--- src/rtl/mem_port_arbiter.sv ---
// Arbitrates a single-port, 1-cycle-latency memory between fetch and load/store ports.
// Optional ARB_PERF_CNT_EN adds conflict and fetch-stall cycle counters.
`timescale 1ns/1ps
module mem_port_arbiter #(
  parameter int unsigned XLEN      = 32,
  parameter int unsigned ADDR_BITS = 24,
  parameter int unsigned MAX_WAIT  = 4
) (
  input  logic                 clk,
  input  logic                 reset,
  input  logic                 if_req,
  input  logic [XLEN-1:0]      if_addr,
  output logic                 if_gnt,
  output logic                 if_rvalid,
  output logic [XLEN-1:0]      if_rdata,
  input  logic                 d_req,
  input  logic                 d_we,
  input  logic [XLEN-1:0]      d_addr,
  input  logic [XLEN-1:0]      d_wdata,
  output logic                 d_gnt,
  output logic                 d_rvalid,
  output logic [XLEN-1:0]      d_rdata,
  output logic                 mem_en,
  output logic                 mem_we,
  output logic [ADDR_BITS-1:0] mem_addr,
  output logic [XLEN-1:0]      mem_wdata,
  input  logic [XLEN-1:0]      mem_rdata
`ifdef ARB_PERF_CNT_EN
  ,
  output logic [31:0]          conflict_cnt,
  output logic [31:0]          if_stall_cnt
`endif
);

  typedef enum logic [1:0] {OwnNone, OwnIf, OwnD} owner_e;

  localparam logic [3:0] MaxWait = 4'(MAX_WAIT);

  owner_e     resp_owner, resp_owner_d;
  logic [3:0] wait_cnt, wait_cnt_d;
  logic       fetch_wins;
  logic       unused_addr_bits;

  // Grants are forced low during reset so every output reads 0 while it is held.
  assign fetch_wins = ~reset & if_req & (~d_req | (wait_cnt == MaxWait));
  assign if_gnt     = fetch_wins;
  assign d_gnt      = ~reset & d_req & ~fetch_wins;

  assign unused_addr_bits = ^{if_addr[XLEN-1:ADDR_BITS], d_addr[XLEN-1:ADDR_BITS]};

  always_comb begin
    mem_en    = 1'b0;
    mem_we    = 1'b0;
    mem_addr  = '0;
    mem_wdata = '0;
    if (if_gnt) begin
      mem_en   = 1'b1;
      mem_addr = if_addr[ADDR_BITS-1:0];
    end else if (d_gnt) begin
      mem_en    = 1'b1;
      mem_we    = d_we;
      mem_addr  = d_addr[ADDR_BITS-1:0];
      mem_wdata = d_we ? d_wdata : '0;
    end
  end

  always_comb begin
    resp_owner_d = OwnNone;
    if (if_gnt) begin
      resp_owner_d = OwnIf;
    end else if (d_gnt && !d_we) begin
      resp_owner_d = OwnD;
    end

    wait_cnt_d = '0;
    if (if_req && !if_gnt) begin
      wait_cnt_d = (wait_cnt == MaxWait) ? wait_cnt : wait_cnt + 4'd1;
    end
  end

  always_ff @(posedge clk or posedge reset) begin
    if (reset) begin
      resp_owner <= OwnNone;
      wait_cnt   <= '0;
    end else begin
      resp_owner <= resp_owner_d;
      wait_cnt   <= wait_cnt_d;
    end
  end

  assign if_rvalid = (resp_owner == OwnIf);
  assign d_rvalid  = (resp_owner == OwnD);
  assign if_rdata  = if_rvalid ? mem_rdata : '0;
  assign d_rdata   = d_rvalid ? mem_rdata : '0;

`ifdef ARB_PERF_CNT_EN
  always_ff @(posedge clk or posedge reset) begin
    if (reset) begin
      conflict_cnt <= '0;
      if_stall_cnt <= '0;
    end else begin
      if (if_req && d_req) conflict_cnt <= conflict_cnt + 32'd1;
      if (if_req && !if_gnt) if_stall_cnt <= if_stall_cnt + 32'd1;
    end
  end
`endif

endmodule

--- config.mk ---
export PLATFORM = sky130hd
export DESIGN_NAME = mem_port_arbiter
export DESIGN_NICKNAME = d
export VERILOG_FILES = /design/src/rtl/mem_port_arbiter.sv
export SDC_FILE = /design/constraint.sdc
export NUM_CORES = 1
export LEC_CHECK = 0
export BUFFER_PORTS_ARGS = -buffer_cell sky130_fd_sc_hd__buf_2
export CORE_AREA = 2 2 101 103
export DETAILED_ROUTE_END_ITERATION = 16
export DIE_AREA = 0 0 103 105
export PLACE_DENSITY = 0.56
export SLEW_MARGIN = 10
export SYNTH_ARGS = -nofsm -noshare
export SYNTH_HDL_FRONTEND = slang
export SYNTH_SLANG_ARGS = --single-unit
--- constraint.sdc ---
create_clock -name clk -period 1.5 [get_ports clk]
set_input_delay 0.15 -clock clk [delete_from_list [all_inputs] [get_ports clk]]
set_output_delay 0.15 -clock clk [all_outputs]
set_load 0.01 [all_outputs]
==> impl_results.md <==
- Status: finished, violations left
- Failing checks: negative setup slack
- Row count: 36
- Share of cells above drive strength 1: between 70% and 80%
- Longest Clk Path Bufs: 2
- Inserted Diodes: 0
- Die W: 103 µm
- Commonest non-fill, non-tap cell in the layout: buf_2
- Skew final: between 0.0015 and 0.002 ns
- Crit Path Max Fanout: 26
- Most frequent cells in the layout: 210 x buf_2, 65 x and2_1, 32 x buf_6
- Number of I/O port buffers: roughly 240
- # Post-CTS Setup Buffers: 0
- Skew-Pair Late Insertion Delay: 0.22 ns
- First-pass GRT wire length: 9860 µm
- PwrDens: 355 mW/mm²
- Fin crit period: 1.90 ns
- Final hold violation count: 0
- CP max stage cell: dfrtp_1
- All-Layer GR Usage: between 10% and 20%
- Core area: 0.00964 mm²
- Worst path top cell family by delay: compound AO/OA/AOI/OAI gates
- Fin nets: 545
- Seq/Total Area, Yosys: 11.8%
- Post-route DRC: 0
- ANT nets after route: 0
- Final Wtd Congestion: around 0.8
- Pin count of the biggest net entering global routing: 35
- CTS tree: built
- Vias/cell: 4.08
- Post-DP HPWL: 5750 µm
- Number of buffers inserted by hold repair at cts: 0
- Drt first-iter violations: 40
- Worst VDD drop: 187 µV
- Vias: 2207
- Total gr overflow: 0
- Yosys warning count: 0
- Syn avg cell area: 7.53 µm²
- Critical path buffers and inverters: 3
- Fmax: 0.526 GHz
- Worst Path Arrival: approximately 1.8 ns
- Mapped Area: approximately 0.0013 mm²
- Hold WC Path Type: in -> async
- RSZ-0062 raised after global routing: yes
- Worst-path cell chain: inv_2 > ha_4 > nand3b_4 > a211oi_4 > buf_12 > a22o_2 > buf_2
- Clock Sink Count: 6
- Root buf cell: clkbuf_8
- Actual slew at the worst max-slew pin: 0.543 ns
- Final core utilization: 31.8%
- Final WL: around 7300 µm
- WL/cell: 13.4 µm
- Die height: roughly 110 µm
- # setup viols final: 59
- Distinct cells, synth: 21
- Critical path class: reg -> out
- Req. time, crit path: 1.35 ns
- Synthesized instance count: around 170
- Synthesis-stage register bit count: 6
- Clock-pin slew on the worst setup and hold paths: 0.03 ns
- Synthesized Nets: 304
- Worst path max stage delay: 0.37 ns
- Pre-antenna DRT Iters: 4
- Die area: ~0.011 mm²
- Antenna violations before repair: 0
- Number of global-route vias before repair: slightly below 2000
- H-tree depth: 1
- Initial core utilization: 13.2%
- TritonCTS buffer count: 3
- Max-cap viol count: 0
- Slew headroom: approximately 64%
- Leak Pwr: 1.85 nW
- I/O pins: 259
- Final setup margin: -0.403 ns
- Worst Setup Start Kind: flop
- Area growth syn-to-layout: 141%
- Max-slew violation count: 0
- Cells after DPL: 537
- Critical Path End Type: output port
- Layout Cells excl Fill: about 540
- Fin crit share: 127%
## sequential cells by signal (all words and copies together) (netlist names)
register	flops
resp_owner	2
wait_cnt	4
## metrics by stage
step	hold WS [ns]	setup WS (ns)	TNS, ns	total power [mW]	area, µm²
global route	0.111	-0.477	-23.85	1.16	3070
global placement	0.201	-0.247	-11.41	0.795	2780
CTS	0.0902	-0.430	-20.24	1.09	3010
floorplan	-0.0433	-0.0939	-1.81	0.477	1400
finish	0.0822	-0.403	-19.22	1.09	3070
detailed placement	0.203	-0.273	-12.99	0.805	2780
## cell type report
cell class / instances / area, µm²
well taps: 133 / 166
flip-flops and latches: 6 / 150
clock buffers: 3 / 41.3
repair buffers: 252 / 1520
multi-input cells: 143 / 1170
inverters: 4 / 15.0
fillers: 1042 / 6570
## cells in the mapped netlist
library cell	n	share of area, %
mux2i_1	2	1.6
ha_1	2	2.0
a21oi_1	1	0.39
and3_1	32	16
dfrtp_1	6	12
xnor2_1	2	1.4
nand3_1	1	0.39
nor2b_1	3	1.5
o211a_4	1	1.4
nor2_1	3	0.88
buf_2	2	0.79
a211oi_4	1	1.6
nand3b_4	1	1.6
a211oi_1	1	0.59
inv_1	4	1.2
buf_6	4	3.5
and2_1	65	32
nor3_1	3	1.2
a22o_1	15	10
clkbuf_1	11	3.2
a22o_2	9	7.1
## layer usage
metal  track usage (%)  part of all wire [%]  vias up
met1              10.5                    33      971
li1                  -                     -     1070
met5                 0                     0        -
met2              24.8                    56      158
met4              2.82                   1.4        0
met3              2.74                    10        8
## worst register-to-register path: cells and delay by family, from the launching register on
family / cells / cell delay, ns
AO/OA/AOI/OAI: 1 / 0.29
adder cells (fa/ha/maj): 1 / 0.14
buffers and inverters: 2 / 0.25
flip-flops: 1 / 0.37
AND/OR/NAND/NOR: 2 / 0.23
## path summary, 6_finish.rpt
kind	startpoint	endpoint	slack (ns)	cells after the start
setup / recovery	wait_cnt[1]	mem_addr[8]	-0.40	7
hold / removal	reset	wait_cnt[1]	0.08	3
setup reg to reg	wait_cnt[1]	wait_cnt[3]	0.08	6
hold reg to reg	wait_cnt[0]	wait_cnt[0]	0.67	3
max in group asynchronous	reset	resp_owner[1]	1.30	3
min in group clk	reset	resp_owner[0]	0.33	3
## power breakdown
group          internal, mW  leakage (nW)  switching [mW]
Clock                 0.172        0.0216          0.0639
Combinational         0.362          1.74           0.311
Sequential            0.172        0.0810         0.00615
## logic make-up after synthesis
group | synth area share (%)
fa+ha+maj | 1.97
buf+inv | 8.75
xor+xnor | 1.38
compound gates | 21.3
mux | 1.57
simple gates | 53.2
flops | 11.8
## repair_timing
action / 4_1_cts / 5_1_grt
endpoints found under the setup margin: 59 / 64
cloned: 1 / 0
gates resized for setup: 28 / 11
pin swaps: 1 / 0
Note: power is estimated with default switching activity, not from simulation.
